==> config.mk <==
export PLATFORM = sky130hd
export DESIGN_NAME = regfile_2r1w
export DESIGN_NICKNAME = d
export VERILOG_FILES = /design/src/rtl/regfile_2r1w.sv
export SDC_FILE = /design/constraint.sdc
export NUM_CORES = 1
export LEC_CHECK = 0
export CORE_MARGIN = 2
export CORE_UTILIZATION = 59
export CTS_BUF_LIST = sky130_fd_sc_hd__clkbuf_2 sky130_fd_sc_hd__clkbuf_4 sky130_fd_sc_hd__clkbuf_8
export CTS_CLUSTER_SIZE = 40
export DETAILED_ROUTE_END_ITERATION = 12
export PLACE_DENSITY = 0.85
export SLEW_MARGIN = 20
export SYNTH_ARGS = -nofsm -noshare
export SYNTH_HDL_FRONTEND = slang
export SYNTH_SLANG_ARGS = --single-unit
==> constraint.sdc <==
create_clock -name CLKIN -period 2.78 [get_ports CLKIN]
set_clock_uncertainty 0.1 [all_clocks]
set_input_delay 0.417 -clock CLKIN [delete_from_list [all_inputs] [get_ports CLKIN]]
set_output_delay 0.417 -clock CLKIN [all_outputs]
set_load 0.05 [all_outputs]
==> src/rtl/regfile_2r1w.sv <==
// 2^ADDR_W x WIDTH register file: one write port, two independent read ports,
// optional registered reads with write-to-read bypass, and a sequenced bulk clear.
module regfile_2r1w #(
  parameter int WIDTH    = 8,
  parameter int ADDR_W   = 2,
  parameter int REG_READ = 1,
  parameter int BYPASS   = 1
) (
  input  logic              CLKIN,
  input  logic              RESETN,
  input  logic              WE,
  input  logic [ADDR_W-1:0] WADDR,
  input  logic [WIDTH-1:0]  WDATA,
  input  logic [ADDR_W-1:0] RADDR0,
  input  logic [ADDR_W-1:0] RADDR1,
  output logic [WIDTH-1:0]  RDATA0,
  output logic [WIDTH-1:0]  RDATA1,
  input  logic              CLR,
  output logic              BUSY
);

  localparam int DEPTH = 1 << ADDR_W;

  typedef enum logic {
    IDLE  = 1'b0,
    CLEAR = 1'b1
  } state_t;

  state_t            state;
  logic              busy_q;
  logic [ADDR_W-1:0] clr_cnt;
  logic [WIDTH-1:0]  mem [DEPTH];
  logic              wr_acc;
  logic [WIDTH-1:0]  rd_comb0;
  logic [WIDTH-1:0]  rd_comb1;

  // Write handshake: WE is a request, ~BUSY is the ready. A write is taken only
  // on an edge where WE & ~BUSY; a request seen while BUSY is dropped, not held.
  assign wr_acc = WE & ~busy_q;
  assign BUSY   = busy_q;

  always_ff @(posedge CLKIN or negedge RESETN) begin
    if (!RESETN) begin
      state   <= IDLE;
      busy_q  <= 1'b0;
      clr_cnt <= '0;
    end else begin
      case (state)
        IDLE: begin
          if (CLR) begin
            state   <= CLEAR;
            busy_q  <= 1'b1;
            clr_cnt <= '0;
          end
        end
        CLEAR: begin
          // CLR is ignored here; the counter wrap coincides with the return to IDLE.
          clr_cnt <= clr_cnt + 1'b1;
          if (clr_cnt == ADDR_W'(DEPTH - 1)) begin
            state  <= IDLE;
            busy_q <= 1'b0;
          end
        end
        default: begin
          state  <= IDLE;
          busy_q <= 1'b0;
        end
      endcase
    end
  end

  always_ff @(posedge CLKIN or negedge RESETN) begin
    if (!RESETN) begin
      for (int i = 0; i < DEPTH; i++) begin
        mem[i] <= '0;
      end
    end else if (busy_q) begin
      mem[clr_cnt] <= '0;
    end else if (wr_acc) begin
      mem[WADDR] <= WDATA;
    end
  end

  // Bypass forwards only accepted user writes; clear writes are never forwarded.
  always_comb begin
    rd_comb0 = mem[RADDR0];
    rd_comb1 = mem[RADDR1];
    if (BYPASS != 0 && wr_acc && WADDR == RADDR0) rd_comb0 = WDATA;
    if (BYPASS != 0 && wr_acc && WADDR == RADDR1) rd_comb1 = WDATA;
  end

  generate
    if (REG_READ != 0) begin : g_reg_read
      logic [WIDTH-1:0] rdata0_q;
      logic [WIDTH-1:0] rdata1_q;

      always_ff @(posedge CLKIN or negedge RESETN) begin
        if (!RESETN) begin
          rdata0_q <= '0;
          rdata1_q <= '0;
        end else begin
          rdata0_q <= rd_comb0;
          rdata1_q <= rd_comb1;
        end
      end

      assign RDATA0 = rdata0_q;
      assign RDATA1 = rdata1_q;
    end else begin : g_comb_read
      assign RDATA0 = rd_comb0;
      assign RDATA1 = rd_comb1;
    end
  endgenerate

endmodule
Yosys cells after proc, flatten, opt, wreduce, memory -nomap -nowiden:

Index checks and enable logic that the tools add are counted.

* $add $sub $neg: 1
* order comparisons: 6
* equal/unequal tests: 5
* muxes and demuxes: 23
* bitwise logic cells: 9
* reduce and logical (&&, ||, !) cells: 6

Operators with widths (number)
* 2-to-1 mux 32 bit: 2
* 2-to-1 mux 8 bit: 8
* bitwise AND 32 bit: 1
* binary-select mux 8 bit (select 2 bit): 2
* bitwise mux 32 bit: 1
* demux 8 bit (select 2 bit): 2
* inverter 32 bit: 1
* greater-or-equal comparator 3 bit (second input constant): 4
* inverter 2 -> 3 bit: 4
* < comparator 3 x 1 -> 1 bit (second input constant): 2
* == test 2 bit: 2
* logical AND 1 bit: 4
* 2-to-1 mux 1 bit: 4
* case mux 1 bit (2 select lines): 2
* case mux 2 bit (2 select lines): 1
* adder 2 x 1 -> 2 bit (second input constant): 1
* == test 2 bit (second input constant): 1
* 2-to-1 mux 2 bit: 1
* != test 2 x 1 -> 1 bit (second input constant): 1
* != test 2 bit (second input constant): 1
* inverter 1 bit: 2
* AND reduction 2 bit: 1
* nonzero test 2 bit: 1
* bitwise AND 1 bit: 1

* bits in registers: 52
* output and inout bits: 17
* logic and storage cells: 59

Depth between registers and ports, before layout:

* depth in word-level cells: 8
* gate-level depth with buffers: 6
* depth with buffers taken out: 5

Worst setup path before layout:

Ideal clock, no wire load.

* path kind: reg2reg
* start: register busy_q (netlist: BUSY)
* end: register g_reg_read.rdata0_q[0] (netlist: RDATA0[0])
* setup time: 125 ps
* arrival: 1448 ps
* required time: 2555 ps
* setup slack: 1107 ps
* stages on the path, launching flop included: 5
* path buffers: 1
* clock period less this slack: 1673 ps
* cells stage by stage: dfrtp_1 buf_6 nor2b_1 nand3_2 mux2_2

* word-level cells in the longest chain between the ends: 4

RTL lines
* start: declaration: line 30 `logic busy_q;`
* start signal: assignment: line 45 `busy_q <= 1'b0;`
* start signal: assignment: line 52 `busy_q <= 1'b1;`
* start signal: assignment: line 61 `busy_q <= 1'b0;`
* inverter 1 bit: line 39 `assign wr_acc = WE & ~busy_q;`
* bitwise AND 1 bit: line 39
* logical AND 1 bit: line 88 `if (BYPASS != 0 && wr_acc && WADDR == RADDR0) rd_comb0 = WDATA;`
* 2-to-1 mux 8 bit: line 88
* via rd_comb0[0]: line 34 `logic [WIDTH-1:0] rd_comb0;`
* end signal: assignment: line 102 `rdata0_q <= rd_comb0;`
* end: declaration: line 94 `logic [WIDTH-1:0] rdata0_q;`

The timed path passes the listed nets, and every way through them passes these cells.
A chain may end at the register's enable or synchronous reset.

Worst setup path in the final report:

* start: register busy_q (netlist: BUSY)
* end: output port BUSY

RTL lines
* end: declaration: line 19 `output logic BUSY`

No word-level cell between the ends.

==> summary.md <==
### Global routing
• **global-route wire length before repair** 9300 µm
• **overall routing resource usage** 25.1%
• **number of global-route vias before repair** 1908
• **antenna violations before repair** 0
• **largest net degree at the start of global routing** 27
• **residual overflow from global routing** 0

### STA
• **endpoints failing hold** 24
• **unrepaired setup endpoints after global routing** no
• **Final Setup Violations** 0
• **Highest Clock Rate** 0.443 GHz
• **time the final worst path needs with I/O delays and setup** 2.26 ns
• **Setup TNS** 0 ns
• **Worst slew margin** 63.3%
• **worst-margin pin slew** 0.549 ns
• **share of the cycle needed by the critical path after routing** 81.2%
• **worst hold margin** -0.0137 ns
• **final slew viol count** 0

### Yosys
• **sequential share of the synthesized area** 50.5%
• **area share of the largest cell type after synthesis** 50.5%
• **most area-consuming cells after synthesis** sky130_fd_sc_hd__dfrtp_1, sky130_fd_sc_hd__mux4_2, sky130_fd_sc_hd__nand2_1
• **Synth Area per Inst** 11.7 µm²
• **number of storage elements in the synthesis netlist** 52
• **Post-synth top cells** sky130_fd_sc_hd__nand2_1, sky130_fd_sc_hd__dfrtp_1, sky130_fd_sc_hd__o21ai_0
• **dominant cell by count in the synthesized netlist** sky130_fd_sc_hd__nand2_1
• **Post-Syn Area** 2570 µm²
• **synthesized netlist cell count** 221
• **Unique masters post-synth** 22
• **Synth warnings** 0
• **cell type with the largest total area after synthesis** sky130_fd_sc_hd__dfrtp_1
• **ys async rst share** 100%
• **dominant register cell in the synthesized netlist** sky130_fd_sc_hd__dfrtp_1
• **number of synthesized flops with an enable pin** 0
• **synthesized net count** 243

### Run
• **reported max-cap violation count** 0

### Cells and area
• **antenna cell count** 0
• **number of filler cells placed in the layout** 314
• **Total Nets Final** 279
• **fraction of final layout cells sized beyond drive strength 1** 20.2%
• **area grow syn2layout** 17.6%
• **count of non-filler cells in the finished layout** 310

### Clock tree
• **Root Buffer** sky130_fd_sc_hd__clkbuf_8
• **Clk pin slew, worst setup/hold paths** 0.09 ns
• **clock network latency to the later pin of the worst-skew pair** 0.31 ns
• **number of buffers added for setup after CTS** 0
• **CTS tree** done
• **Max Root-Sink Buffers** 2
• **sinks on the clock net** 52
• **cts bufs inserted** 5
• **H-tree depth reported by CTS** 2
• **number of buffers inserted by hold repair at cts** 0
• **quantity of gates resized following cts** 0

### Floorplan
• **x dimension of the die** 70.1 µm
• **area of the die** 4910 µm²
• **count of pins on the block boundary** 35
• **die height** 70.1 µm
• **floorplan row count** 24
• **Core Footprint** 4260 µm²
• **starting density of the core** 60.4%

### Run status
• **result of the run** finished, violations left
• **violated checks** hold timing

### Setup path
• **CP peak stage delay** 0.88 ns
• **category of the worst setup path launch point** flop
• **Setup crit end kind** primary output
• **Data arrival, critical path** 1.74 ns
• **required time at the endpoint of the critical path** 2.26 ns
• **cell-by-cell listing of the critical path** clkdlybuf4s50_1
• **path type of the worst setup path** reg2out
• **Worst path slowest cell** sky130_fd_sc_hd__clkdlybuf4s50_1
• **count of cells along the worst register-to-register path** 3
• **critical path fanouts, max** 11
• **launch point of the worst reg-to-reg path** BUSY
• **cell class contributing the biggest share of worst-path delay** buffers and inverters
• **RR Endpoint** RDATA0[7]
• **critical path buffer and inverter count** 1
• **worst setup slack for register-to-register paths** 1.11 ns

### Detailed routing
• **Total Wirelength** 5420 µm
• **via count** 1779
• **DR pass1 iterations** 4
• **DRT iter0 DRCs** 116
• **DRT antenna net count** 0
• **final routed DRC violation total** 0
• **post-detailed-route via-to-cell ratio** 5.74
• **post-DR wirelength/cell** 17.5 µm

### Pwr
• **LEAKAGE** 1.31 nW
• **cell area power density** 1060 nW/µm²
• **Max VDD drop** 0.000726 V
• **sum of internal, switching and leakage power** 3.22 mW

### Placed design
• **Placer Congestion** 0.740
• **count of placed standard cells including taps** 302
• **final HPWL from detailed placement** 3700 µm
• **number of buffer cells added on primary ports** 34

### Min path
• **path type of the worst min-delay path** in2async

==> layer usage <==
metal / up-vias / part of all wire, % / track usage [%]
li1: 838 / - / -
met1: 874 / 41 / 32.0
met2: 51 / 51 / 41.6
met3: 16 / 4.4 / 5.48
met4: 0 / 2.6 / 11.1
met5: - / 0 / 0
==> stage by stage <==
stage | instance area, µm² | setup WS, ns | hold WS (ns) | util (%)
4_1_cts | 3030 | 0.516 | 0.00168 | 71.0
6_report | 3030 | 0.521 | -0.0137 | 71.0
5_1_grt | 3030 | 0.462 | 0.0268 | 71.0
3_3_place_gp | 2930 | 0.526 | 0.335 | 68.7
3_5_place_dp | 2930 | 0.514 | 0.343 | 68.7
2_1_floorplan | 2570 | 1.11 | 0.0214 | -
==> cell families (layout without fill, tap and decap cells) <==
| group | after synthesis | count (layout) | share of synthesized area, % |
|---|---|---|---|
| buffers and inverters | 14 | 51 | 3.94 |
| muxes | 33 | 33 | 21.4 |
| and+or+nand+nor | 79 | 79 | 13.8 |
| DFF | 52 | 52 | 50.5 |
| xor gates and xnor gates | 4 | 4 | 1.36 |
| AOI/OAI and AO/OA | 35 | 35 | 7.00 |
| adders and majority gates | 4 | 4 | 1.94 |
==> cell usage in the layout, fill, tap and decap left out, drive strengths merged, types with 2 or more instances in the layout <==
cell type / netlist / routed
xnor2: 4 / 4
and4bb: 2 / 2
mux4: 16 / 16
mux2: 16 / 16
nand3: 2 / 2
inv: 3 / 3
clkdlybuf4s50: 0 / 33
buf: 10 / 7
dfrtp: 52 / 52
clkbuf: 1 / 7
nand2: 71 / 71
ha: 4 / 4
o21ai: 33 / 33
==> layout make-up <==
| class | instances | area, µm² | area share, % |
|---|---|---|---|
| inverters | 3 | 11.3 | 0.372 |
| flip-flops and latches | 52 | 1300 | 43.0 |
| clock buffers | 7 | 90.1 | 2.98 |
| well taps | 52 | 65.1 | 2.15 |
| clock inverters | 1 | 7.51 | 0.248 |
| multi-input cells | 155 | 1170 | 38.7 |
| repair buffers | 40 | 380 | 12.6 |
==> how the worst max path moves through the flow <==
stage	startpoint	end	slack [ns]	depth (start not counted)
6_report	BUSY	BUSY	0.52	1
5_1_grt	BUSY	BUSY	0.46	1
4_1_cts	BUSY	BUSY	0.52	1
3_5_place_dp	RADDR1[1]	RDATA1[0]	0.51	4
3_3_place_gp	RADDR1[1]	RDATA1[7]	0.53	3
2_1_floorplan	BUSY	RDATA0[0]	1.11	4
==> flip-flops by register name, summed over array words and instances (netlist names) <==
signal / count
RDATA0: 8
mem: 32
state: 1
BUSY: 1
RDATA1: 8
clr_cnt: 2
==> worst register-to-register path: stages (launching register included) <==
cell	delay, ns
sky130_fd_sc_hd__dfrtp_1	0.51
sky130_fd_sc_hd__nor2b_1	0.26
sky130_fd_sc_hd__nand3_2	0.30
sky130_fd_sc_hd__mux2_2	0.39
==> power by group <==
group	switching (mW)	leakage, nW	internal, mW
combinational	0.830	0.578	0.602
sequential	0.229	0.687	1.10
clock	0.242	0.0479	0.212
total	1.30	1.31	1.91
(Power assumes the default switching activity.)
==> RTL change 1: new RTL, config.mk and constraints unchanged <==
Change the parameter `ADDR_W` from 2 to 1. Comments in the files are not updated.
--- a/src/rtl/regfile_2r1w.sv
+++ b/src/rtl/regfile_2r1w.sv
@@ -4,3 +4,3 @@
   parameter int WIDTH    = 8,
-  parameter int ADDR_W   = 2,
+  parameter int ADDR_W   = 1,
   parameter int REG_READ = 1,
Interface: changed (resized RADDR0, RADDR1 and WADDR); port bits go from 35 to 32. The function was not compared with the original's and may differ.
==> RTL change 1 against the original RTL <==
Die area shrank 33%. Largest cell class unchanged. Fmax is 10% higher. Sequential cell count is 17 lower. Power shrank 23%. Synthesized area decreased by 35%. Highest routed layer unchanged. Design area fell by 30%. Wire length down 32%. Setup slack better by 0.21 ns. Global-route usage decreased by 0.30 points. Critical path type unchanged.
==> RTL change 1: results (changes against the original RTL) <==
synth:
  yosysSeqAreaShare_pct: 52.0  # +1.5 points
  syn_inst: 139  # -37%
  synthTopCellsByArea: "dfrtp_1 (52%), mux2_2 (21%), mux2i_1 (9.5%), o21ai_0 (5.3%), nand2_1 (3.8%)"
  ys_types: 19  # -14%
  syn_nets: 154  # -37%
  synthTopCellsByCount: "dfrtp_1 (35), mux2_2 (32), o21ai_0 (18)"
detailed_routing:
  drt_wl_total_um: 3690  # -32%
  vias: 1178  # -34%
  drt_iter0_markers: 67  # -42%
place:
  placedCellCount: 198  # -34%
  io_buffer_count: 31  # -8.8%
  hpwl_um: 2440  # -34%
  postPlaceCellArea_um2: 2020  # -31%
grt:
  grt_pass1_wl_um: 5950  # -36%
  grt_max_degree: 36  # +33%
  grt_usage_pct: 24.8  # -0.30 points
cts:
  insertion_delay_ns: 0.35  # +0.04 ns
  post_cts_resize_count: 0  # unchanged
  clkTransAtPathRegs_ns: 0.12  # +0.03 ns
critical_path:
  slowest_delay_ns: 0.81  # -0.07 ns
  slowest_stage: "clkdlybuf4s50_1"
  worstPathMaxFanout: 1  # -10
pwr:
  peakVddDrop_mv: 1.12  # +54%
  power.leakage_nw: 0.983  # -25%
  power.switching_mw: 1.02  # -22%
sta:
  slew_headroom_pct: 53.0  # -10 points
finish:
  largest_reg_flops: 16  # -50%
  nNetsFinal: 189  # -32%
outcome:
  status: "completed"
RTL change 1: changes by cell type in the layout (fill, tap and decap cells not counted), moves of 6 or more:
cell and change:
dfrtp_1 -17, clkbuf_8 -6, nand2_1 -54, mux4_2 -16, o21ai_0 -14, mux2i_1 +15
mux2_2 +16
RTL change 1: kinds of logic after synthesis:
group,after synthesis,synth area share (%)
mux,48,30.9
flops,35,52.0
simple gates,25,6.84
compound gates,20,5.94
buf+inv,9,3.27
xor+xnor,2,1.04
RTL change 1: final cells by class:
type / instances / area, um^2
clock buffers: 5 / 37.5
clock inverters: 3 / 67.6
fillers: 181 / 613
inverters: 2 / 7.51
multi-input cells: 95 / 753
flip-flops and latches: 35 / 876
well taps: 31 / 38.8
repair buffers: 35 / 340
RTL change 1: per-layer routing:
metal	global-route usage [%]	vias up	share of wire [%]
met5	0	-	0
met4	10.3	0	1.7
met3	7.48	9	5.8
met2	39.4	42	49
met1	31.6	572	43
li1	-	555	-
RTL change 1: final timing paths:
| path | slack (ns) | from | cells after the start | to |
|---|---|---|---|---|
| worst max-delay path | 0.73 | RDATA1[4] | 1 | RDATA1[4] |
| worst max register to register | 1.17 | BUSY | 4 | RDATA1[2] |
| worst min-delay path | 0.37 | RESETN | 2 | mem[13] |
| max in group asynchronous | 1.89 | RESETN | 2 | mem[2] |
| worst min register to register | 0.42 | state | 1 | BUSY |
| min in group CLKIN | 0.42 | state | 1 | BUSY |
RTL change 1: metrics by stage:
| stage | hold WS, ns | setup slack (ns) | utilization [%] |
|---|---|---|---|
| after global routing | 0.394 | 0.676 | 77.6 |
| after CTS | 0.373 | 0.713 | 77.6 |
| after floorplan | 0.0214 | 1.20 | - |
| after global placement | 0.385 | 0.605 | 73.7 |
| after detailed placement | 0.402 | 0.579 | 73.7 |
| final | 0.373 | 0.728 | 77.6 |
RTL change 1: power groups by stage:
stage	sequential (mW)	clock (mW)	combinational, mW
6_report	0.870	0.466	1.14
5_1_grt	0.895	0.486	1.21
4_1_cts	0.870	0.469	1.15
3_5_place_dp	0.878	0	1.15
3_3_place_gp	0.864	0	1.11
2_1_floorplan	1.23	0	0.409
==> RTL change 2: new RTL, same flow settings <==
Without the edit above. Add an input register stage for `WE`, `WADDR`, `WDATA`, `RADDR0`, `RADDR1` and `CLR`, with the module's reset; this delays them by one clock.
--- a/src/rtl/regfile_2r1w.sv
+++ b/src/rtl/regfile_2r1w.sv
@@ -28,2 +28,27 @@
 
+  logic WE_q;
+  logic [ADDR_W-1:0] WADDR_q;
+  logic [WIDTH-1:0] WDATA_q;
+  logic [ADDR_W-1:0] RADDR0_q;
+  logic [ADDR_W-1:0] RADDR1_q;
+  logic CLR_q;
+
+  always_ff @(posedge CLKIN or negedge RESETN) begin
+    if (!RESETN) begin
+      WE_q     <= '0;
+      WADDR_q  <= '0;
+      WDATA_q  <= '0;
+      RADDR0_q <= '0;
+      RADDR1_q <= '0;
+      CLR_q    <= '0;
+    end else begin
+      WE_q     <= WE;
+      WADDR_q  <= WADDR;
+      WDATA_q  <= WDATA;
+      RADDR0_q <= RADDR0;
+      RADDR1_q <= RADDR1;
+      CLR_q    <= CLR;
+    end
+  end
+
   state_t            state;
@@ -38,3 +63,3 @@
   // on an edge where WE & ~BUSY; a request seen while BUSY is dropped, not held.
-  assign wr_acc = WE & ~busy_q;
+  assign wr_acc = WE_q & ~busy_q;
   assign BUSY   = busy_q;
@@ -49,3 +74,3 @@
         IDLE: begin
-          if (CLR) begin
+          if (CLR_q) begin
             state   <= CLEAR;
@@ -79,3 +104,3 @@
     end else if (wr_acc) begin
-      mem[WADDR] <= WDATA;
+      mem[WADDR_q] <= WDATA_q;
     end
@@ -85,6 +110,6 @@
   always_comb begin
-    rd_comb0 = mem[RADDR0];
-    rd_comb1 = mem[RADDR1];
-    if (BYPASS != 0 && wr_acc && WADDR == RADDR0) rd_comb0 = WDATA;
-    if (BYPASS != 0 && wr_acc && WADDR == RADDR1) rd_comb1 = WDATA;
+    rd_comb0 = mem[RADDR0_q];
+    rd_comb1 = mem[RADDR1_q];
+    if (BYPASS != 0 && wr_acc && WADDR_q == RADDR0_q) rd_comb0 = WDATA_q;
+    if (BYPASS != 0 && wr_acc && WADDR_q == RADDR1_q) rd_comb1 = WDATA_q;
   end
Formal check against the unedited RTL: not equivalent (a bounded check fails within 4 cycles, from zero or initial values and one cycle with RESETN low).
==> RTL change 2 against the original RTL <==
First-iteration DRC count grew 25%. Sequential cell count grew 16. Setup slack lost 0.0041 ns. Wire length grew 2.0%. Final cell count grew 11%. Power grew 18%. Core utilization grew 3.5 points. Via count grew 8.3%. Sequential power grew 17%. Design area grew 18%. Synthesized area grew 17%.
==> RTL change 2: results (changes against the original RTL) <==
detailed_routing:
  drt-met1-wl_um: 2270  # +0.84%
  drt_iter0_markers: 145  # +25%
  viasPerCell: 5.58  # -2.7%
  wl_per_cell_um: 16.0  # -8.4%
  route.met3.wl_um: 294  # +23%
  dr_wl_met2_um: 2800  # +0.36%
  maxUsedRoutingLayer: "met4"
  drt_wl_total_um: 5530  # +2.0%
cts:
  clkTransAtPathRegs_ns: 0.07  # -0.02 ns
  cts_buffers: 9  # +4
  postCtsHoldBufs: 1  # +1
  htree_levels: 3  # +1
  clockBufferDepth: 2  # unchanged
  insertion_delay_ns: 0.34  # +0.03 ns
worst_hold_path:
  hold_path_class: "register to register"
synth:
  synthXorXnorAreaFrac_pct: 1.17  # -0.19 points
  synth.avg_cell_area_um2: 12.7  # +8.7%
  synthAdderAreaFrac_pct: 1.67  # -0.28 points
  ys_types: 23  # +4.5%
  yosysSeqAreaShare_pct: 56.7  # +6.2 points
  synth-compound-area-share_pct: 6.01  # -0.99 points
  syn_nets: 259  # +6.6%
  synthTopCellsByArea: "dfrtp_1 (57%), mux4_2 (12%), nand2_1 (8.9%), o21ai_0 (5.3%), mux2_2 (4.9%)"
  ys_warn_count: 0  # unchanged
  muxShareOfSynthArea_pct: 18.7  # -2.7 points
grt:
  grt_max_degree: 69  # +160%
  grt_usage_pct: 23.0  # -2.1 points
  met2_usage_pct: 35.2  # -6.4 points
  grt_pass1_vias: 1904  # -0.21%
  grt_pass1_wl_um: 9120  # -1.9%
  grtUsageMet3_pct: 7.54  # +2.1 points
critical_path:
  r2r_start: "RADDR1_q[1]"
  reg2reg_slack_ns: 0.98  # -0.13 ns
  r2r_cells: 2  # -1
  slowest_stage: "clkdlybuf4s50_1"
finish:
  nNetsFinal: 295  # +5.7%
  drive_above_1_share_pct: 20.1  # about the same
sta:
  worst_pin_slew_ns: 0.811  # +0.262 ns
  finalCriticalPeriod_ns: 2.26  # +0.00408 ns
place:
  postPlaceCellArea_um2: 3350  # +14%
  placedCellCount: 328  # +8.6%
  hpwl_um: 3480  # -6.1%
pwr:
  switching_share_pct: 36.4  # -4.0 points
  peakVddDrop_mv: 0.665  # -8.4%
  p_total_mw: 3.78  # +18%
  power.leakage_nw: 1.55  # +18%
  p_comb_mw: 1.34  # -6%
outcome:
  status: "completed"
[RTL change 2: cell count changes after synthesis]
cell,change
buf_4,+1
nand3_2,-2
mux2_4,+3
buf_6,-1
mux2_2,-3
and2b_2,+1
nor2b_1,-1
dfrtp_1,+16
nand3_4,+2
[RTL change 2: final cells by class]
class	instances	area, um^2
clock inverters	7	100
multi-input cells	155	1200
inverters	3	11.3
clock buffers	9	124
fillers	328	1230
well taps	67	83.8
flip-flops and latches	68	1700
repair buffers	36	365
[RTL change 2: worst min path at each step]
stage / slack [ns] / cells after the start / to / start
finish: 0.38 / 1 / clr_cnt[1] / CLR_q
global route: 0.39 / 1 / RADDR0_q[1] / RADDR0[1]
CTS: 0.38 / 1 / clr_cnt[1] / CLR_q
detailed placement: 0.36 / 2 / RDATA1[1] / RESETN
global placement: 0.36 / 2 / WDATA_q[1] / RESETN
floorplan: 0.02 / 0 / BUSY / RESETN
